## config.mk

```make
export PLATFORM = sky130hd
export DESIGN_NAME = seg7_scan_controller
export DESIGN_NICKNAME = d
export VERILOG_FILES = /design/src/rtl/seg7_scan_controller.sv
export SDC_FILE = /design/constraint.sdc
export NUM_CORES = 1
export LEC_CHECK = 0
export CAP_MARGIN = 30
export CORE_ASPECT_RATIO = 0.75
export CORE_MARGIN = 5
export CORE_UTILIZATION = 55
export CTS_CLUSTER_SIZE = 8
export DETAILED_ROUTE_END_ITERATION = 10
export GPL_TIMING_DRIVEN = 0
export PLACE_DENSITY = 0.76
export SETUP_SLACK_MARGIN = 0.4
export SYNTH_ARGS = -nofsm -noshare
export SYNTH_HDL_FRONTEND = slang
export SYNTH_SLANG_ARGS = --single-unit
```

## constraint.sdc

```tcl
create_clock -name i_Clk -period 3.2 [get_ports i_Clk]
set_clock_uncertainty 0.2 [all_clocks]
set_input_delay 0.64 -clock i_Clk [delete_from_list [all_inputs] [get_ports i_Clk]]
set_output_delay 0.64 -clock i_Clk [all_outputs]
set_load 0.005 [all_outputs]
```

## src/rtl/seg7_scan_controller.sv

```systemverilog
// Time-multiplexed 7-segment scan controller: per-digit buffer, blank/drive
// sequencing with a shadow latch per visit, hex decode and one-hot digit enables.
module seg7_scan_controller #(
  parameter int NUM_DIGITS = 8,
  parameter int SCAN_DIV   = 100000,
  parameter int BLANK_CYC  = 16
) (
  input  logic                  i_Clk,
  input  logic                  i_Rst_n,
  input  logic                  i_Enable,
  input  logic                  i_Wr_En,
  input  logic [2:0]            i_Wr_Addr,
  input  logic [4:0]            i_Wr_Data,
  output logic [6:0]            o_Segments,
  output logic [NUM_DIGITS-1:0] o_Digit_En,
  output logic [2:0]            o_Digit_Idx,
  output logic                  o_Frame_Done
);

  localparam int CNT_MAX = (SCAN_DIV > BLANK_CYC) ? SCAN_DIV : BLANK_CYC;
  localparam int CNT_W   = $clog2(CNT_MAX + 1);

  localparam logic [CNT_W-1:0]      BLANK_LOAD   = CNT_W'(BLANK_CYC - 1);
  localparam logic [CNT_W-1:0]      DRIVE_LOAD   = CNT_W'(SCAN_DIV - 1);
  localparam logic [CNT_W-1:0]      CNT_ONE      = CNT_W'(1);
  localparam logic [2:0]            IDX_LAST     = 3'(NUM_DIGITS - 1);
  localparam logic [3:0]            NUM_DIGITS_4 = 4'(NUM_DIGITS);
  localparam logic [NUM_DIGITS-1:0] EN_ONE       = NUM_DIGITS'(1);

  localparam logic [1:0] ST_IDLE  = 2'd0;
  localparam logic [1:0] ST_BLANK = 2'd1;
  localparam logic [1:0] ST_DRIVE = 2'd2;

  logic [1:0]       state_q, state_d;
  logic [2:0]       idx_q, idx_d;
  logic [CNT_W-1:0] cnt_q, cnt_d;
  logic [4:0]       shadow_q, shadow_d;
  logic             frame_d;
  logic [6:0]       seg_d;
  logic [NUM_DIGITS-1:0] en_d;

  // Eight physical slots regardless of NUM_DIGITS so any 3-bit index is in range.
  logic [4:0] digit_buf [0:7];

  function automatic logic [6:0] decode(input logic [4:0] val);
    logic [6:0] seg;
    if (val[4]) begin
      seg = 7'h00;
    end else begin
      case (val[3:0])
        4'h0: seg = 7'h3F;
        4'h1: seg = 7'h06;
        4'h2: seg = 7'h5B;
        4'h3: seg = 7'h4F;
        4'h4: seg = 7'h66;
        4'h5: seg = 7'h6D;
        4'h6: seg = 7'h7D;
        4'h7: seg = 7'h07;
        4'h8: seg = 7'h7F;
        4'h9: seg = 7'h6F;
        4'hA: seg = 7'h77;
        4'hB: seg = 7'h7C;
        4'hC: seg = 7'h39;
        4'hD: seg = 7'h5E;
        4'hE: seg = 7'h79;
        default: seg = 7'h71;
      endcase
    end
    return seg;
  endfunction

  // NOTE: the buffer is reset like any other register because a reset must
  // blank every digit; it stays a small flop array rather than a RAM.
  always_ff @(posedge i_Clk or negedge i_Rst_n) begin
    if (!i_Rst_n) begin
      for (int i = 0; i < 8; i++) digit_buf[i] <= 5'b1_0000;
    end else if (i_Wr_En && ({1'b0, i_Wr_Addr} < NUM_DIGITS_4)) begin
      digit_buf[i_Wr_Addr] <= i_Wr_Data;
    end
  end

  always_comb begin
    // NOTE: every output of this block gets a default first so no path
    // leaves one unassigned and infers a latch.
    state_d  = state_q;
    idx_d    = idx_q;
    cnt_d    = cnt_q;
    shadow_d = shadow_q;
    frame_d  = 1'b0;
    if (!i_Enable) begin
      state_d = ST_IDLE;
      idx_d   = 3'd0;
      cnt_d   = '0;
    end else begin
      case (state_q)
        ST_IDLE: begin
          state_d = ST_BLANK;
          cnt_d   = BLANK_LOAD;
        end
        ST_BLANK: begin
          if (cnt_q == '0) begin
            state_d  = ST_DRIVE;
            cnt_d    = DRIVE_LOAD;
            shadow_d = digit_buf[idx_q];
          end else begin
            cnt_d = cnt_q - CNT_ONE;
          end
        end
        ST_DRIVE: begin
          if (cnt_q == '0) begin
            state_d = ST_BLANK;
            cnt_d   = BLANK_LOAD;
            idx_d   = (idx_q == IDX_LAST) ? 3'd0 : idx_q + 3'd1;
            frame_d = (idx_q == IDX_LAST);
          end else begin
            cnt_d = cnt_q - CNT_ONE;
          end
        end
        default: begin
          state_d = ST_IDLE;
          idx_d   = 3'd0;
          cnt_d   = '0;
        end
      endcase
    end
  end

  // Outputs are registered from next-state values so they line up with state_q.
  always_comb begin
    seg_d = 7'h00;
    en_d  = '0;
    if (state_d == ST_DRIVE) begin
      seg_d = decode(shadow_d);
      en_d  = EN_ONE << idx_d;
    end
  end

  // NOTE: sequential state uses non-blocking assignments only, so every
  // register samples the pre-edge values regardless of statement order.
  always_ff @(posedge i_Clk or negedge i_Rst_n) begin
    if (!i_Rst_n) begin
      state_q      <= ST_IDLE;
      idx_q        <= 3'd0;
      cnt_q        <= '0;
      shadow_q     <= 5'b1_0000;
      o_Segments   <= 7'h00;
      o_Digit_En   <= '0;
      o_Digit_Idx  <= 3'd0;
      o_Frame_Done <= 1'b0;
    end else begin
      state_q      <= state_d;
      idx_q        <= idx_d;
      cnt_q        <= cnt_d;
      shadow_q     <= shadow_d;
      o_Segments   <= seg_d;
      o_Digit_En   <= en_d;
      o_Digit_Idx  <= idx_d;
      o_Frame_Done <= frame_d;
    end
  end

endmodule

```

==> After elaboration in Yosys (flattened, before gate mapping) <==
Memories as Yosys holds them, arrays and structs flattened.
Cells that the tools add are included.
{ "word_totals": {"reg_bits": 83, "latch_bits": 0, "ram_bits": 0, "mem_bits_ro": 112, "output_inout_bits": 19, "wordCells": 59, "n_memories": 1} }
{ "op_classes": {"add_sub_neg": 2, "multipliers": 0, "div_mod_pow": 0, "order_cmp": 3, "n_eq_ne": 4, "shift": 1, "n_mux": 27, "bitwise": 2, "n_reduce_logical": 4} }
{ "memory_table": {"columns": ["name", "words", "width", "read_ports", "rd_ports_with_merged_regs", "write_ports", "line_no", "text"], "rows": [
  ["(no name shown)", 16, 7, 1, 0, 0, "50", "case (val[3:0])"]
]} }
{ "ops": {"columns": ["cell", "n"], "rows": [
  ["$mux W17", 3],
  ["$pmux W17 S3", 1],
  ["$bwmux W40", 1],
  ["$mux W5", 6],
  ["$logic_not A17 Y1", 1],
  ["$sub A17 B1 Y17 const B", 1],
  ["$bmux W5 S3", 1],
  ["$demux W5 S3", 1],
  ["$mux W7", 2],
  ["$mux W3", 3],
  ["$ge A4 B4 Y1 const B", 2],
  ["$mux W8", 1],
  ["$not A3 Y4", 2],
  ["$shl A1 B3 Y8 const A", 1],
  ["$mux W2", 3],
  ["$pmux W2 S3", 1],
  ["$pmux W3 S2", 1],
  ["$eq A2 B2 Y1 const B", 2],
  ["$lt A4 B1 Y1 const B", 1],
  ["$add A3 B1 Y3 const B", 1],
  ["$eq A3 B3 Y1 const B", 1],
  ["$mux W1", 3],
  ["$eq A2 B1 Y1 const B", 1],
  ["$logic_not A2 Y1", 1],
  ["other kinds (2)", 2]
]} }

==> Depth between registers and ports, before layout <==
An unclocked memory read counts as a cell.
{ "logic_depth": {"ltp_word": 10, "depth_mapped": 12, "mapped_depth_nobuf": 11} }

==> Least setup slack after synthesis <==
OpenSTA, ideal clock, no wires.
{ "synth_path": {"path_type": "register to register", "from": "register idx_q[0]", "to": "register o_Segments[6]", "setup_time_ns": 0.111, "t_arrival_ns": 2.477, "required_time_ns": 2.889, "slack_ns": 0.411, "path_stages_with_launch": 10, "n_path_buf": 2, "synth_period_minus_slack_ns": 2.789, "path_cell_list": "dfrtp_1 > buf_6 > buf_6 > mux4_2 > mux2_2 > nand3_1 > o21ai_2 > ha_1 > mux2_4 > a2111oi_2"} }
{ "synth_between": {"elab_chain_len": 10} }
{ "synth_rtl": {"columns": ["item", "line_no", "text"], "rows": [
  ["from (decl)", "35", "logic [2:0] idx_q, idx_d;"],
  ["from (signal assigned)", "152", "idx_q <= idx_d;"],
  ["$not A3 Y4 (not written as such)", "104", "shadow_d = digit_buf[idx_q];"],
  ["$bmux W5 S3", "104", null],
  ["$mux W5 (not written as such) (2 in series)", "104", null],
  ["$mux W5", "101", "if (cnt_q == '0) begin"],
  ["$mux W5", "95", "case (state_q)"],
  ["$mux W5", "90", "if (!i_Enable) begin"],
  ["net shadow_d[0]", "37", "logic [4:0] shadow_q, shadow_d;"],
  ["$mem_v2 Z16 W7", null, null],
  ["$mux W7", "47", "if (val[4]) begin"],
  ["$mux W7", "132", "if (state_d == ST_DRIVE) begin"],
  ["net seg_d[6]", "39", "logic [6:0] seg_d;"],
  ["to (signal assigned)", "155", "o_Segments <= seg_d;"],
  ["to (decl)", "14", "output logic [6:0] o_Segments,"]
]} }
The timed path passes the listed nets, and every way through them passes these cells. The select of a mux whose other input is x is not followed.
A chain may end at the register's enable or synchronous reset.

==> Final worst setup path <==
{ "layout_path": {"from": "register idx_q[0]", "to": "register o_Segments[6]"} }
{ "layout_between": {"elab_chain_len": 10} }
{ "layout_rtl": {"columns": ["item", "line_no"], "rows": [
  ["$not A3 Y4 (not written as such) *", "104"],
  ["$bmux W5 S3 *", "104"],
  ["$mux W5 (not written as such) * (2 in series)", "104"],
  ["$mux W5 *", "101"],
  ["$mux W5 *", "95"],
  ["$mux W5 *", "90"],
  ["$mem_v2 Z16 W7", null],
  ["$mux W7 *", "47"],
  ["$mux W7 *", "132"],
  ["net seg_d[6]", "39"]
]} }
Mark *: on every way through the listed nets, which the timed path passes. The rest lies on a longest branch. The select of a mux whose other input is x is not followed.

==> flow_summary.yaml <==
run_status:
  run_status: "finished clean"
die:
  floorplan.die.height_um: 85.1
  die_x_um: 110
  placeableCoreArea_um2: 7330
  floorplan.rows: 27
  initial_core_util_pct: 56.4
  ioPinCount: 31
  design.die.area_um2: 9370
finish:
  area_delta_synth_final_pct: 22.4
  drive_gt1_share_pct: 35.0
  layoutNonFillerInstCount: 504
  finish.net_count: 417
  finish.utilization_pct: 69.0
  diodes: 0
  commonest_non_fill_non_tap_cell_in_the_layout: "sky130_fd_sc_hd__dfrtp_1"
  stdcell_area_um2: 5060
  commonest_cells_after_routing_fill_and_taps_aside: "sky130_fd_sc_hd__dfrtp_1, sky130_fd_sc_hd__mux2_2, sky130_fd_sc_hd__clkdlybuf4s50_1, sky130_fd_sc_hd__nor2_1, sky130_fd_sc_hd__buf_4"
synth:
  syn-num-nets: 353
  yosysTopAreaCell: "sky130_fd_sc_hd__dfrtp_1"
  number_of_register_bits_inferred_by_synthesis: 83
  post_synth_instance_area_um2: 4130
  synth_top_area_share_pct: 44.8
  ys_seq_area_share_pct: 50.5
  postSynth.topFlopCell: "sky130_fd_sc_hd__dfrtp_1"
  synth_enable_flop_cells: 0
  post_synth_inst_count: 334
  synth.yosys.warnings: 0
  netlist-cell-type-count: 63
  post_synth.cell_area_avg_um2: 12.4
  synthArstFlopShare_pct: 100
  synth_area_leaders: "sky130_fd_sc_hd__dfrtp_1, sky130_fd_sc_hd__mux2_2, sky130_fd_sc_hd__dfstp_2"
sta:
  worst_slew_pin_slew_ns: 0.972
  slew_viol_final: 0
  grt_setup_unrepaired: "true"
  slew-limit-headroom_pct: 35.1
  finalSetupViolCount: 0
  fin_worst_hold_slack_ns: 0.270
  max_freq_ghz: 0.363
  min_period_ns: 2.76
  final-hold-violation-count: 0
  finalCritPeriodShare_pct: 86.2
global_routing:
  grt_start_max_net_pins: 67
  grt.overflow.total: 0
  first_global_vias: 2940
  globalRouteTotalUtil_pct: 20.3
  grt_first_pass_wirelength_mm: 14.6
  antenna_found_initial: 0
place:
  portBuffers: 29
  postPlaceCellArea_um2: 4570
  gp_congestion: 0.857
  dp.cells: 465
  detailed_place_hpwl_mm: 5.88
detailed_routing:
  initialDrtViolationCount: 172
  routed_wl_mm: 8.81
  detail_route.vias_per_cell: 5.68
  drtPass1Iterations: 4
  routed-via-count: 2864
  wire_per_inst_um: 17.5
  ant_nets: 0
  route.detailed.drc: 0
clock_network:
  worst_skew_pair.late_latency_ns: 0.36
  cts.path.max_buffers: 2
  cts-buffers-inserted: 9
  clkSlewWorstSetupHoldPaths_ns: 0.09
  tritoncts: "yes"
  cts-htree-levels: 3
  clockRootBuffer: "sky130_fd_sc_hd__clkbuf_8"
  cts.sink_count: 83
power:
  vdd_drop_max_mv: 0.271
  power_leakage_nw: 2.14
  design_power_total_mw: 3.10
  power_density_nw_per_um2: 614
worst_setup_path:
  crit_fanout: 3
  cp-startpoint: "idx_q[0]$_DFF_PN0_"
  timing.setup.critical_path_class: "reg2reg"
  crit_required_ns: 3.24
  timing.critical_path.to_type: "flip-flop"
  critPathLaunchType: "flip-flop"
  timing.critical_path.slowest_stage_cell: "sky130_fd_sc_hd__mux4_2"
  cp.arrival_ns: 2.80
  cpPeakStageDelay_ns: 0.49
  timing.critical_path.mode_cell: "sky130_fd_sc_hd__mux2_4"
  timing.critical_path.cells: "buf_6, buf_4, mux4_2, mux2_4, a21oi_4, inv_2, ha_2, mux2_4, a2111oi_4"
  worstReg2RegStart: "idx_q[0]$_DFF_PN0_"
min_path:
  min_path_type: "reg2reg"
  hold_path_startpoint: "shadow_q[4]$_DFF_PN1_"
flow_run:
  max_cap_viol_count: 0
Yosys cell counts, drive strengths merged (2+ instances only):
| cell | count |
|---|---|
| nor3b | 3 |
| nand4b | 3 |
| nand2 | 16 |
| ha | 7 |
| nand3 | 6 |
| mux4 | 10 |
| or4 | 3 |
| a21oi | 14 |
| buf | 6 |
| a31oi | 3 |
| o21ai | 8 |
| xor2 | 7 |
| a221oi | 2 |
| nor3 | 13 |
| o31a | 3 |
| nand4 | 2 |
| and3 | 3 |
| mux2i | 3 |
| dfstp | 9 |
| clkbuf | 3 |
| inv | 15 |
| nand2b | 5 |
| dfrtp | 74 |
| and2 | 3 |
| a2111oi | 2 |
| nor4 | 11 |
| mux2 | 45 |
| nor4b | 2 |
| xnor2 | 7 |
| maj3 | 2 |
| nor2 | 29 |
| nor2b | 2 |
| a211oi | 3 |
repair_timing:
item,in CTS,in global routing
pin swaps,3,4
setup buffers,14,8
resized for setup,10,10
endpoints found under the hold margin,17,0
hold buffers,1,0
endpoints found under the setup margin,5,6
worst max-delay path, delay by kind of cell (launching register included):
kind	cells	cell delay [ns]
muxes	3	1.08
AOI/OAI and AO/OA	2	0.48
DFF	1	0.39
buffers and inverters	3	0.31
adders and majority gates	1	0.19
flip-flops by register name, summed over array words and instances, names as in the netlist:
| name | flops |
|---|---|
| o_Segments | 7 |
| idx_q | 3 |
| cnt_q | 17 |
| state_q | 2 |
| shadow_q | 5 |
| o_Frame_Done | 1 |
| o_Digit_En | 8 |
| digit_buf | 40 |
report_power, final:
group	internal, mW	switching (mW)	leakage, nW
clock network	0.385	0.389	0.0999
registers	1.24	0.131	1.05
logic	0.482	0.481	0.994
total	2.10	1.00	2.14
worst paths after layout:
kind	endpoint	slack, ns	depth (start not counted)
setup / recovery	o_Segments[6]$_DFF_PN0_	0.44	9
hold / removal	shadow_q[4]$_DFF_PN1_	0.27	2
setup reg to reg	o_Segments[6]$_DFF_PN0_	0.44	9
hold reg to reg	shadow_q[4]$_DFF_PN1_	0.27	2
max in group asynchronous	digit_buf[29]$_DFFE_PN1P_	1.69	3
min in group asynchronous	cnt_q[11]$_DFF_PN0_	0.49	2
metal layers:
metal / vias up / track usage (%) / routed length, um
li1: 1357 / - / -
met1: 1428 / 28.5 / 4000
met2: 66 / 31.7 / 4330
met3: 13 / 4.56 / 363
met4: 0 / 5.82 / 116
met5: - / 0 / 0
cell type report:
class	count	area (um^2)
plain buffers	9	67.6
flip-flops and latches	83	2090
repair buffers	53	490
clock inverters	5	60.1
well taps	101	126
inverters	15	58.8
fillers	544	2270
multi-input cells	227	2030
clock buffers	11	141
cell families after synthesis:
| logic type | after synthesis | synth area share, % |
|---|---|---|
| buf+inv | 24 | 2.88 |
| flops | 83 | 50.5 |
| mux | 58 | 18.7 |
| simple gates | 104 | 14.6 |
| xor+xnor | 14 | 2.97 |
| fa+ha+maj | 9 | 2.60 |
| compound gates | 42 | 7.69 |
stage by stage:
stage          TNS [ns]  worst slack, ns
6_report              0            0.443
5_1_grt               0            0.339
3_3_place_gp    -118.87            -1.54
2_1_floorplan         0            0.411
3_5_place_dp          0           0.0890
4_1_cts               0            0.408
(Power assumes the default switching activity.)
